## src/rtl/incr_share_arbiter_pkg.sv

```systemverilog
// Shared definitions for the round-robin arbiter in front of the shared incrementer.
// Holds the FSM state encoding and the operand width.
package incr_share_arbiter_pkg;

  localparam int OPW = 4;

  typedef enum logic {
    ST_IDLE = 1'b0,
    ST_EXEC = 1'b1
  } state_e;

endpackage

```

## src/rtl/incr_share_arbiter_rr_pick.sv

```systemverilog
// Combinational round-robin picker: scans upward from ptr with wrap-around.
// The first set request bit wins. any is low when no request is pending.
module rr_pick #(
  parameter int NUM_REQ = 4,
  parameter int ID_W    = $clog2(NUM_REQ)
) (
  input  logic [NUM_REQ-1:0] req,
  input  logic [ID_W-1:0]    ptr,
  output logic [NUM_REQ-1:0] onehot,
  output logic [ID_W-1:0]    idx,
  output logic               any
);

  logic [ID_W-1:0] cand;

  always_comb begin
    // NOTE: every output gets a default first so no path through the loop infers a latch.
    onehot = '0;
    idx    = '0;
    any    = 1'b0;
    cand   = '0;
    for (int i = 0; i < NUM_REQ; i++) begin
      cand = ID_W'((int'(ptr) + i) % NUM_REQ);
      if (!any && req[cand]) begin
        any          = 1'b1;
        idx          = cand;
        onehot[cand] = 1'b1;
      end
    end
  end

endmodule

```

## src/rtl/increment4bit.sv

```systemverilog
// 4-bit incrementer built as a half-adder ripple chain.
// ca_out is set only when a is 4'hF, so s wraps to 4'h0.
module increment4bit (
  input  logic [3:0] a,
  output logic [3:0] s,
  output logic       ca_out
);

  logic [4:0] c;

  assign c[0] = 1'b1;

  for (genvar i = 0; i < 4; i++) begin : g_bit
    assign s[i]   = a[i] ^ c[i];
    assign c[i+1] = a[i] & c[i];
  end

  assign ca_out = c[4];

endmodule

```

## src/rtl/incr_share_arbiter.sv

```systemverilog
// Shares one increment4bit between NUM_REQ requesters via round-robin arbitration.
// Each accepted request takes two cycles: grant (EXEC) then a registered done pulse.
module incr_share_arbiter
  import incr_share_arbiter_pkg::*;
#(
  parameter int NUM_REQ = 4,
  parameter int ID_W    = $clog2(NUM_REQ)
) (
  input  logic                   clk,
  input  logic                   rst,
  input  logic                   en,
  input  logic [NUM_REQ-1:0]     req,
  input  logic [OPW*NUM_REQ-1:0] operand,
  output logic [NUM_REQ-1:0]     gnt,
  output logic                   busy,
  output logic [OPW-1:0]         result,
  output logic                   carry,
  output logic                   done,
  output logic [ID_W-1:0]        done_id
);

  state_e               state, state_nxt;
  logic [ID_W-1:0]      rr_ptr;
  logic [OPW-1:0]       op_q;
  logic [ID_W-1:0]      id_q;

  logic [NUM_REQ-1:0]   pick_onehot;
  logic [ID_W-1:0]      pick_idx;
  logic                 pick_any;
  logic                 accept;

  logic [OPW-1:0]       op_arr [NUM_REQ];
  logic [OPW-1:0]       inc_sum;
  logic                 inc_co;

  for (genvar k = 0; k < NUM_REQ; k++) begin : g_op
    assign op_arr[k] = operand[k*OPW +: OPW];
  end

  rr_pick #(
    .NUM_REQ (NUM_REQ),
    .ID_W    (ID_W)
  ) u_pick (
    .req    (req),
    .ptr    (rr_ptr),
    .onehot (pick_onehot),
    .idx    (pick_idx),
    .any    (pick_any)
  );

  increment4bit u_inc (
    .a      (op_q),
    .s      (inc_sum),
    .ca_out (inc_co)
  );

  always_ff @(posedge clk) begin
    // NOTE: sequential state uses non-blocking assignments so every register samples pre-edge values.
    if (rst) state <= ST_IDLE;
    else     state <= state_nxt;
  end

  always_comb begin
    state_nxt = state;
    unique case (state)
      ST_IDLE: if (en && pick_any) state_nxt = ST_EXEC;
      ST_EXEC: state_nxt = ST_IDLE;
      default: state_nxt = ST_IDLE;
    endcase
  end

  always_comb begin
    busy   = (state == ST_EXEC);
    accept = (state == ST_IDLE) && en && pick_any;
  end

  always_ff @(posedge clk) begin
    if (rst) begin
      rr_ptr  <= '0;
      gnt     <= '0;
      result  <= '0;
      carry   <= 1'b0;
      done    <= 1'b0;
      done_id <= '0;
    end else begin
      gnt  <= '0;
      done <= 1'b0;
      if (accept) begin
        gnt    <= pick_onehot;
        rr_ptr <= (pick_idx == ID_W'(NUM_REQ - 1)) ? '0 : pick_idx + ID_W'(1);
      end
      if (busy) begin
        result  <= inc_sum;
        carry   <= inc_co;
        done    <= 1'b1;
        done_id <= id_q;
      end
    end
  end

  // NOTE: op_q/id_q are always written on accept before EXEC reads them, so they carry no reset.
  always_ff @(posedge clk) begin
    if (accept) begin
      op_q <= op_arr[pick_idx];
      id_q <= pick_idx;
    end
  end

endmodule
```

## config.mk

```make
export PLATFORM = sky130hd
export DESIGN_NAME = incr_share_arbiter
export DESIGN_NICKNAME = d
export VERILOG_FILES = /design/src/rtl/incr_share_arbiter_pkg.sv /design/src/rtl/incr_share_arbiter_rr_pick.sv /design/src/rtl/increment4bit.sv /design/src/rtl/incr_share_arbiter.sv
export SDC_FILE = /design/constraint.sdc
export NUM_CORES = 1
export LEC_CHECK = 0
export CORE_UTILIZATION = 43
export CTS_BUF_LIST = sky130_fd_sc_hd__clkbuf_8 sky130_fd_sc_hd__clkbuf_16
export DETAILED_ROUTE_END_ITERATION = 10
export PLACE_DENSITY = 0.75
export SLEW_MARGIN = 5
export SYNTH_ARGS = -nofsm -noshare
export SYNTH_HDL_FRONTEND = slang
export SYNTH_SLANG_ARGS = --single-unit
```

## constraint.sdc

```tcl
create_clock -name clk -period 2.6 [get_ports clk]
set_input_delay 0.52 -clock clk [delete_from_list [all_inputs] [get_ports clk]]
set_output_delay 0.52 -clock clk [all_outputs]
set_load 0.01 [all_outputs]
```

==> flow_results.org, run 1 <==
** Run status
- The flow ran to the end, and the final reports show no timing, DRC or antenna violations.

** Worst setup path
- Chain of cells forming the critical path :: clkdlybuf4s50_1 > buf_4 > buf_4 > and3b_1 > o21ai_0 > o21ai_2 > o22ai_2 > inv_1 > ha_1 > nand2b_1 > a21oi_1 > o21ba_2
- Required time of the worst setup path :: 2.80 ns
- STA classifies the critical path endpoint as a flip-flop.
- The worst register-to-register path has a depth of 11.
- CP dominant cell by count :: buf_4
- R2R Setup Slk :: 0.20 ns
- Crit path DAT :: 2.66 ns
- Reg2reg start :: rr_ptr[1]
- Critical Path Slowest Stage Cell :: clkdlybuf4s50_1
- Worst R2R End :: rr_ptr[0]
- The critical path in this run is classified as in -> reg.
- Peak per-stage delay on the critical path :: 0.46 ns
- Of all nets on the critical path, the largest fanout is 8.
- CP Launch Point :: req[0]
- Critical Path Source Type :: input pin

** Floorplan
- Die extent in y :: 58.2 um
- Num rows :: 20
- Die ar. :: 3380 um^2
- DIE WIDTH :: 58.2 um
- For this configuration, the core starts out at a cell density of 44.8%.
- Num ports :: 36
- Core Box Area :: 3030 um^2

** STA
- RSZ-0062 raised after global routing :: no
- Headroom to the max-slew limit :: 40.3%
- Timing would allow up to 0.406 GHz.
- At the pin with the least slew margin, the transition time is 0.894 ns.
- After layout, the worst path uses 94.7% of the clock period.
- Worst clock skew :: 0.00647 ns
- The number of failing hold endpoints at the final stage was 0.
- For the finished layout, the period the worst path requires is 2.46 ns.
- The max-slew violation total from the final report is 0.
- Setup slack of the critical path after layout :: 0.138 ns
- Number of failing setup endpoints in the final timing report :: 0

** Routing
- Drc violations :: 0
- Total detailed-routing wirelength :: 2.70 mm
- After the first detailed-routing iteration, the DRC count stood at 23.
- Drt wl/cell :: 12.3 um
- Iteration count of the initial detailed-routing pass :: 4
- Summing over every cut layer, the via total after detailed routing is 1,144.
- Number of routed nets with antenna violations :: 0
- In the routed layout, each cell is associated on average with a via count of 5.22.

** Logic synthesis
- Synth async-reset ratio :: 0%
- Yosys printed 0 warnings.
- The mapped netlist covers 1360 um^2.
- The synthesized design contains 21 register bits.
- Post-synthesis area per instance :: 10.4 um^2
- Number of different library cells in the post-synthesis netlist :: 34
- Synthesized net count :: 164
- In the synthesized netlist the dominant register cell turns out to be dfxtp_1.
- Synthesis produced a netlist whose cell count is 131.
- Share of the yosys chip area belonging to registers :: 35.4%
- Number of enable flip-flop cells after synthesis :: 6

** Clocking
- Hold Buf Count CTS :: 0
- Clock root buffer :: clkbuf_8
- The number of clock buffers added by TritonCTS is 3.
- Post-CTS repair changed the size of 0 cells.
- After clock tree synthesis, the clock-pin slew on the worst setup and hold paths is 0.08 ns.
- The later pin in the worst-skew pair is clocked with a latency of 0.25 ns.
- Counting every sink on the clock net gives 21.
- CTS tree :: done
- Buffer levels on the longest clock path :: 2
- Number of levels the H-tree was split into :: 1
- Post-CTS timing repair inserted 0 buffers for setup.

** Global routing
- First-pass GRT wire length :: 4.55 mm
- Global routing used 17.2% of the available tracks across all layers.
- Entering global routing, the biggest net connects 20 pins.
- Global route total overflow :: 0
- The number of global-route vias before repair came to 1,091.
- Met2 usage in global routing :: 31.2%
- Number of antenna violations at the first check in global routing :: 0
- Global route hottest layer :: met2
- Met1 Resource Use GR :: 20.9%
- Met3 capacity usage during global routing :: 2.90%

** Hold path
- The path with the worst hold slack has its endpoint at result[0].
- Worst min-delay path category :: reg -> reg
- Hold wc startpoint :: op_q[0]
- Worst hold stages :: 1

** Finish
- Layout Cell Area excl Fill :: 1870 um^2
- Fraction of layout instances using a drive strength above 1 :: 17.1%
- Leaving out fill and tap cells, the most frequent cell in the layout is clkdlybuf4s50_1.
- Top library cells by usage in the layout, fill and taps aside :: clkdlybuf4s50_1 (35), buf_4 (15), dfxtp_1 (14)
- Net count, final :: 209
- Compared with the post-synthesis result, the final layout area differs by 38.2%.
- For this run, the share of the core covered by cells in the final layout is 61.9%.
- The number of antenna diodes in the final layout is 0.
- After filler insertion, the fill cell instance count of the layout stands at 249.
- Number of cells in the finished layout apart from fillers :: 219

** Run
- Total of max-cap violations :: 0

** Placement
- Weighted congestion reported at the end of routability-driven placement :: 0.772
- Detailed placement ended at an HPWL of 2.16 mm.
- Placed standard-cell area :: 1830 um^2
- DP Cell Count :: 215
- The count of buffers added on input and output ports is 35.
- OpenSTA, run right after detailed placement, puts the worst setup slack at -0.105 ns.

** Power and ir drop
- Total power :: 997 uW
- The worst-case IR drop observed on VDD is 226 uV.
- For this design the static power due to leakage is 0.763 nW.
- For this design the ratio of total power to cell area is 532 nW/um^2.
[state kept, by name (all words and copies together) (netlist names)]
register and flops:
done 1, id_q 2, busy 1, done_id 2
result 4, rr_ptr 2, op_q 4, carry 1
gnt 4
[metrics by stage]
step	TNS, ns	hold WS, ns
2_1_floorplan	0	0.443
3_3_place_gp	0	0.460
3_5_place_dp	-0.344	0.467
4_1_cts	0	0.479
5_1_grt	0	0.516
6_report	0	0.481
[power by group]
| part | switching [mW] | leakage, nW | total [mW] | internal (mW) |
|---|---|---|---|---|
| logic | 0.178 | 0.556 | 0.399 | 0.220 |
| clock network | 0.0993 | 0.0255 | 0.206 | 0.106 |
| registers | 0.0154 | 0.181 | 0.392 | 0.377 |
[cells by family (layout without fill, tap and decap cells)]
| family | after synthesis | count (layout) | share of synthesized area [%] |
|---|---|---|---|
| simple gates | 41 | 41 | 15.8 |
| compound gates | 24 | 24 | 12.9 |
| flops | 21 | 21 | 35.4 |
| mux | 20 | 20 | 21.6 |
| buf+inv | 15 | 59 | 5.07 |
| fa+ha+maj | 10 | 10 | 9.23 |
[synth_stat cells, types with 2 or more instances]
library cell,n,share of area [%]
a21oi_1,10,3.7
clkbuf_1,5,1.4
o21ai_0,2,0.74
mux2_2,2,1.7
a22o_1,4,2.6
nor2_1,12,3.3
and3b_1,2,1.3
buf_2,4,1.5
dfxtp_1,15,22
mux4_2,2,3.3
mux4_1,4,7.7
ha_1,10,9.2
edfxtp_1,6,13
nand2b_1,5,2.3
nand2_1,9,2.5
nor3_1,2,0.74
nor2b_1,3,1.4
inv_1,5,1.4
mux2i_1,12,8.9
nor3b_1,3,1.7
[worst max-delay path, delay by kind of cell]
family | cells | cell delay, ns
buf+inv | 4 | 0.88
compound gates | 5 | 0.76
fa+ha+maj | 1 | 0.19
simple gates | 2 | 0.31
[worst max path at each step]
| stage | end | slack, ns | cells past startpoint |
|---|---|---|---|
| 2_1_floorplan | op_q[0] | 0.02 | 8 |
| 3_3_place_gp | rr_ptr[0] | 0.003 | 9 |
| 3_5_place_dp | rr_ptr[0] | -0.10 | 12 |
| 4_1_cts | rr_ptr[0] | 0.15 | 12 |
| 5_1_grt | rr_ptr[0] | 0.04 | 12 |
| 6_report | rr_ptr[0] | 0.14 | 12 |
[final cells by class]
| type | count | area, um^2 | share of cell area (%) |
|---|---|---|---|
| clock buffer | 3 | 41.3 | 2.20 |
| multi-input combinational | 95 | 810 | 43.2 |
| tap | 44 | 55.1 | 2.94 |
| clock inverter | 1 | 5.00 | 0.267 |
| inverter | 5 | 18.8 | 1.00 |
| sequential | 21 | 482 | 25.7 |
| timing repair buffer | 50 | 463 | 24.7 |
[layer usage]
metal / wire length [um] / vias up
met5: 0 / -
met4: 0 / 0
met3: 101 / 0
met2: 1400 / 36
met1: 1200 / 542
li1: - / 566
Power figures use the tool's default switching activity.
==> run 2: changes to the inputs <==
--- a/config.mk
+++ b/config.mk
@@ -9,6 +9,7 @@
 export CTS_BUF_LIST = sky130_fd_sc_hd__clkbuf_8 sky130_fd_sc_hd__clkbuf_16
 export DETAILED_ROUTE_END_ITERATION = 10
 export PLACE_DENSITY = 0.75
+export SETUP_SLACK_MARGIN = 0.3
 export SLEW_MARGIN = 5
 export SYNTH_ARGS = -nofsm -noshare
 export SYNTH_HDL_FRONTEND = slang
==> flow_results.org, run 2 (synthesized netlist as in run 1, its figures left out) <==
** Routing
- Drc violations :: 0 (unchanged)
- Initial DRC Count :: 36 (+57%)
- The wire length per cell after detailed routing was 14.4 um (+17%).
- Total detailed-routing wirelength :: 3.27 mm (+21%)
- Number of vias per cell :: 5.29 (+1.2%)
- The remaining number of nets flagged by the antenna check after routing is 0 (unchanged).
- Iteration count of the initial detailed-routing pass :: 4 (unchanged)
- Detailed-route via count :: 1,200 (+4.9%)

** Clocking
- CTS tree :: done
- Clock net sink count :: 21 (unchanged)
- The source-to-sink clock delay at the later pin of the worst-skew pair came to 0.26 ns (about the same).
- Number of buffers added by the clock tree synthesis step :: 3 (unchanged)
- CTS clock-pin slew for the worst setup and hold paths :: 0.08 ns (about the same)
- Clock root buffer :: clkbuf_8
- The total number of H-tree levels came to 1 (unchanged).
- The largest buffer count on any clock path is 2 (unchanged).

** Power and ir drop
- Total power :: 1.12 mW (+12%)
- Cell leakage power :: 0.816 nW (+6.9%)
- The maximum ir drop on the vdd rail is 226 uV (about the same).
- The total power density per cell area was 552 nW/um^2 (+3.8%).

** Hold path
- The worst hold path belongs to the class reg -> reg.
- The number of cells on the worst hold path came to 1 (unchanged).

** Worst setup path
- The number of cell instances on the worst register-to-register path came to 6 (-5).
- Kind of critical path :: reg -> reg
- The highest fanout seen on the critical path came to 5 (-3).
- Required time of the worst setup path :: 2.60 ns (-0.20 ns)
- The slowest stage of the critical path belongs to the cell mux4_2.
- CP Capture Type :: flip-flop
- Walking the worst path, the cells encountered are inv_4 > ha_4 > mux2_4 > o32a_1 > nand2_4 > mux4_2.
- Peak per-stage delay on the critical path :: 0.51 ns (+0.05 ns)
- STA classifies the critical path startpoint as a flip-flop.
- The arrival time at the worst endpoint came to 2.31 ns (-0.35 ns).

** Run
- The number of max-capacitance violations reported came to 0 (unchanged).

** Global routing
- First-pass GRT wire length :: 5.30 mm (+17%)
- The number of antenna violations at the first check in global routing came to 0 (unchanged).
- Vias in the first global route :: 1,163 (+6.6%)
- Overall routing resource usage :: 20.6% (+3.4 points)
- The remaining global-route overflow is 0 (unchanged).
- Maximum number of pins on one net before global-route repair :: 14 (-30%)

** Floorplan
- DIE WIDTH :: 58.2 um (unchanged)
- The area enclosed by the die boundary came to 3380 um^2 (unchanged).
- The number of standard-cell rows in the floorplan came to 20 (unchanged).
- Core Box Area :: 3030 um^2 (unchanged)
- Initial core utilization :: 44.8% (unchanged)
- The boundary pin count was 36 (unchanged).
- Die extent in y :: 58.2 um (unchanged)

** STA
- The slew at the pin closest to its max-slew limit is 0.601 ns (-0.293 ns).
- Final Cycle Share :: 88.5% (-6.1 points)
- The number of failing hold endpoints at the final stage is 0 (unchanged).
- The final count of negative-setup-slack endpoints is 0 (unchanged).
- RSZ-0062 raised after global routing :: yes
- The final critical-path required period was 2.30 ns (-0.160 ns).
- The final setup skew is 0.00764 ns (+0.00117 ns).
- Slew Viols, Final :: 0 (unchanged)
- Setup slack of the critical path after layout :: 0.298 ns (+0.160 ns)
- Peak clock frequency supported by timing :: 0.434 GHz (+6.9%)
- Final sum of negative setup slack :: 0 ns (unchanged)
- The relative slew slack is 59.8% (+19 points).

** Placement
- Weighted congestion reported at the end of routability-driven placement :: 0.824 (+6.7%)
- The total half-perimeter wirelength after legalization and detailed placement was 2.31 mm (+7.0%).
- Input/output buffers :: 35 (unchanged)
- Setup slack after placement :: -0.107 ns (-0.00255 ns)

** Finish
- Fill cell count :: 233 (-6.4%)
- Synthesis-to-finish area growth :: 49.0%
- Multi-input gate area in the final layout :: 887 um^2 (+9.6%)
- The proportion of layout cells with a drive suffix above 1 is 30.1% (+13 points).
- Registers with the highest flip-flop counts :: gnt x4, op_q x4, result x4
- Sequential cell area in the final layout :: 485 um^2 (+0.78%)
- Net count, final :: 217 (+3.8%)
- The post-layout utilization of the core came to 66.7% (+4.8 points).
- Top library cells by usage in the layout, fill and taps aside :: clkdlybuf4s50_1 (31), buf_4 (22), dfxtp_1 (13)
- Leaving out fill and tap cells, the most frequent cell in the layout is clkdlybuf4s50_1.
- Ant diodes :: 0 (unchanged)

** Run status
- Status :: completed
## run 2: timing repair
| action | 4_1_cts | 5_1_grt |
|---|---|---|
| pin swaps | 4 | 3 |
| setup endpoints to repair | 6 | 14 |
| buffers inserted | 8 | 2 |
| gates resized for setup | 14 | 7 |
| hold buffers | 0 | 0 |
## run 2: area by class of cell
type,instances,area share (%)
tap,44,2.72
inverter,5,1.05
sequential,21,24.0
clock buffer,3,2.04
clock inverter,1,0.248
timing repair buffer,58,26.0
multi-input combinational,95,43.9
## run 2: routing by layer
metal | part of all wire (%) | GRT usage (%) | vias up
met5 | 0 | 0 | -
met4 | 1.6 | 5.10 | 0
met3 | 4.5 | 3.35 | 6
met2 | 53 | 37.8 | 48
met1 | 41 | 25.1 | 570
li1 | - | - | 576
## run 2: through the flow
stage | hold slack (ns) | std cells | area, um^2
2_1_floorplan | 0.443 | 131 | 1400
3_3_place_gp | 0.460 | 213 | 1840
3_5_place_dp | 0.472 | 213 | 1840
4_1_cts | 0.483 | 225 | 1980
5_1_grt | 0.509 | 227 | 2020
6_report | 0.478 | 227 | 2020
## run 2: where the power goes
| part | internal, mW | total, mW | switching, mW |
|---|---|---|---|
| clock network | 0.107 | 0.211 | 0.104 |
| logic | 0.281 | 0.507 | 0.226 |
| registers | 0.377 | 0.397 | 0.0198 |
## run 2: worst paths after layout
| path | from | endpoint | slack [ns] |
|---|---|---|---|
| min reg2reg | op_q[0] | result[0] | 0.48 |
| max | rr_ptr[0] | op_q[3] | 0.30 |
| min | op_q[0] | result[0] | 0.48 |
| max reg2reg | rr_ptr[0] | op_q[3] | 0.30 |
## run 2: critical path, delay by kind of cell, from the launching register on
kind,cells,cell delay [ns]
buffers and inverters,1,0.04
adders and majority gates,1,0.30
muxes,2,0.81
AOI/OAI and AO/OA,1,0.36
and+or+nand+nor,1,0.14
DFF,1,0.39
==> run 3: changes to the inputs <==
==> constraint.sdc (replaced) <==
create_clock -name clk -period 1.9 [get_ports clk]
set_input_delay 0.38 -clock clk [delete_from_list [all_inputs] [get_ports clk]]
set_output_delay 0.38 -clock clk [all_outputs]
set_load 0.01 [all_outputs]
==> flow_results.org, run 3 (synthesized netlist as in run 1, its figures left out) <==
** Floorplan
- The area enclosed by the die boundary is 3380 um^2 (unchanged).
- The core box area is 3030 um^2 (unchanged).
- The effective utilization at floorplan came to 44.8% (unchanged).
- The die boundary height was 58.2 um (unchanged).
- Num rows :: 20 (unchanged)
- The boundary pin count was 36 (unchanged).
- The die boundary width is 58.2 um (unchanged).

** STA
- Worst clock skew :: 0.00252 ns (-0.00512 ns)
- Final Cycle Share :: 120% (+31 points)
- RSZ-0062 raised after global routing :: yes
- Slew Viols, Final :: 0 (unchanged)
- Headroom to the max-slew limit :: 66.7% (+6.9 points)
- The post-route setup TNS was -2.34 ns (-2.34 ns).
- Number of failing setup endpoints in the final timing report :: 10 (+10)
- Final hold slack :: 0.475 ns (-0.00220 ns)
- Setup slack of the critical path after layout :: -0.378 ns (-0.676 ns)
- The number of failing hold endpoints at the final stage was 0 (unchanged).
- Peak clock frequency supported by timing :: 0.439 GHz (+1.0%)
- Transition at the pin with the smallest max-transition slack :: 0.498 ns (-0.102 ns)
- Period minus WS final :: 2.28 ns (-0.0236 ns)

** Global routing
- The number of global-route vias before repair was 1,229 (+5.7%).
- The wire length of the first global-routing pass came to 5.28 mm (-0.40%).
- Number of antenna violations at the first check in global routing :: 0 (unchanged)
- The largest net degree at the start of global routing is 14 (unchanged).
- The remaining global-route overflow was 0 (unchanged).
- Overall routing resource usage :: 20.0% (-0.65 points)

** Clocking
- The source-to-sink clock delay at the later pin of the worst-skew pair is 0.26 ns (about the same).
- TritonCTS built the clock tree.
- Number of buffers added by the clock tree synthesis step :: 3 (unchanged)
- Buffer levels on the longest clock path :: 2 (unchanged)
- In this run the clock root is driven by a clkbuf_8.
- The CTS clock-pin slew for the worst setup and hold paths came to 0.08 ns (about the same).
- The number of sinks handled by clock tree synthesis came to 21 (unchanged).
- Hold Buf Count CTS :: 0 (unchanged)
- The total number of H-tree levels came to 1 (unchanged).

** Routing
- The detailed-route DRC error count came to 0 (unchanged).
- The count of routing violations after the opening detailed-route iteration is 34 (-5.6%).
- The wire length per cell after detailed routing came to 13.5 um (-6.6%).
- The final wirelength came to 3.14 mm (-4.1%).
- Detailed-route via count :: 1,218 (+1.5%)
- The average vias per placed instance was 5.23 (-1.1%).
- The detailed-routing iteration count for the pre-antenna-repair pass came to 4 (unchanged).
- The remaining number of nets flagged by the antenna check after routing is 0 (unchanged).

** Worst setup path
- Worst Reg-to-Reg Cells :: 7 (+1)
- CP dominant cell by count :: mux4_2
- Number of cells on the critical path :: 7 (+1)
- Broken down by cell family, the worst path's largest delay share belongs to multiplexers.
- Peak per-stage delay on the critical path :: 0.40 ns (-0.11 ns)
- Kind of critical path :: reg -> reg
- CP Capture Type :: flip-flop
- STA classifies the critical path startpoint as a flip-flop.
- The arrival time at the worst endpoint came to 2.28 ns (-0.03 ns).
- The critical path goes through inv_4 > ha_4 > mux4_2 > a2111oi_4 > o22ai_4 > buf_4 > mux4_2.
- Maximum fanout along the worst path :: 7 (+2)
- Required time of the worst setup path :: 1.90 ns (-0.70 ns)
- The combined buffer and inverter count along the critical path is 2 (+1).
- Critical Path Slowest Stage Cell :: a2111oi_4

** Finish
- The largest registers in the layout are gnt x4, op_q x4, result x4.
- Layout Cell Area excl Fill :: 2040 um^2 (+1.1%)
- The non-filler instance count after layout came to 233 (+2.6%).
- Most common library cell in the layout ignoring fill and taps :: clkdlybuf4s50_1
- Relative to the synthesized area, the layout overhead comes to 50.6%.
- The layout net count was 223 (+2.8%).
- Top library cells by usage in the layout, fill and taps aside :: clkdlybuf4s50_1 (31), buf_4 (26), dfxtp_1 (13)
- Fraction of layout instances using a drive strength above 1 :: 30.7% (+0.63 points)
- Post-route core utilization :: 67.5% (+0.74 points)
- Ant diodes :: 0 (unchanged)

** Placement
- DP Cell Count :: 224 (+5.2%)
- Setup slack after placement :: -0.700 ns (-0.593 ns)
- The total half-perimeter wirelength after legalization and detailed placement was 2.34 mm (+1.5%).
- Weighted congestion reported at the end of routability-driven placement :: 0.810 (-1.6%)
- The post-detailed-placement cell area is 1930 um^2 (+4.8%).
- Input/output buffers :: 35 (unchanged)

** Power and ir drop
- The sum of internal, switching and leakage power came to 1.55 mW (+39%).
- The total power density per cell area is 757 nW/um^2 (+37%).
- Cell leakage power :: 0.834 nW (+2.3%)
- The maximum ir drop on the vdd rail was 329 uV (+46%).

** Run status
- Violated checks :: setup timing
- The flow ran to the end, but the final reports show violations.

** Run
- Total of max-cap violations :: 0 (unchanged)

** Hold path
- Worst hold stages :: 1 (unchanged)
- Worst min-delay path category :: reg -> reg
-- run 3: changes by cell type in the layout (fill, tap and decap cells not counted), sizes merged --
cell / change
buf: +6
-- run 3: area by class of cell --
| type | count | area, um^2 |
|---|---|---|
| clock buffers | 3 | 41.3 |
| clock inverters | 1 | 5.00 |
| fillers | 237 | 985 |
| inverters | 5 | 23.8 |
| multi-input cells | 95 | 861 |
| flip-flops and latches | 21 | 483 |
| well taps | 44 | 55.1 |
| repair buffers | 64 | 574 |
-- run 3: repair_timing --
action | in CTS | in global routing
gates resized for setup | 12 | 5
setup endpoints to repair | 18 | 12
buffers inserted | 1 | 3
pin swaps | 3 | 4
gates cloned | 1 | 0
-- run 3: worst paths after layout --
kind / endpoint / slack, ns / startpoint
setup / recovery: op_q[2] / -0.38 / rr_ptr[0]
hold / removal: result[0] / 0.48 / op_q[0]
setup reg to reg: op_q[2] / -0.38 / rr_ptr[0]
hold reg to reg: result[0] / 0.48 / op_q[0]
-- run 3: report_power, final --
part           internal (mW)  leakage (nW)  switching (mW)
registers              0.516         0.181          0.0203
logic                  0.411         0.627           0.313
clock network          0.146        0.0255           0.141
-- run 3: per-layer routing --
layer / up-vias / part of all wire [%] / GRT usage, %
met5: - / 0 / 0
met4: 0 / 1.6 / 6.46
met3: 6 / 4.1 / 2.90
met2: 40 / 53 / 35.6
met1: 582 / 41 / 24.7
li1: 590 / - / -
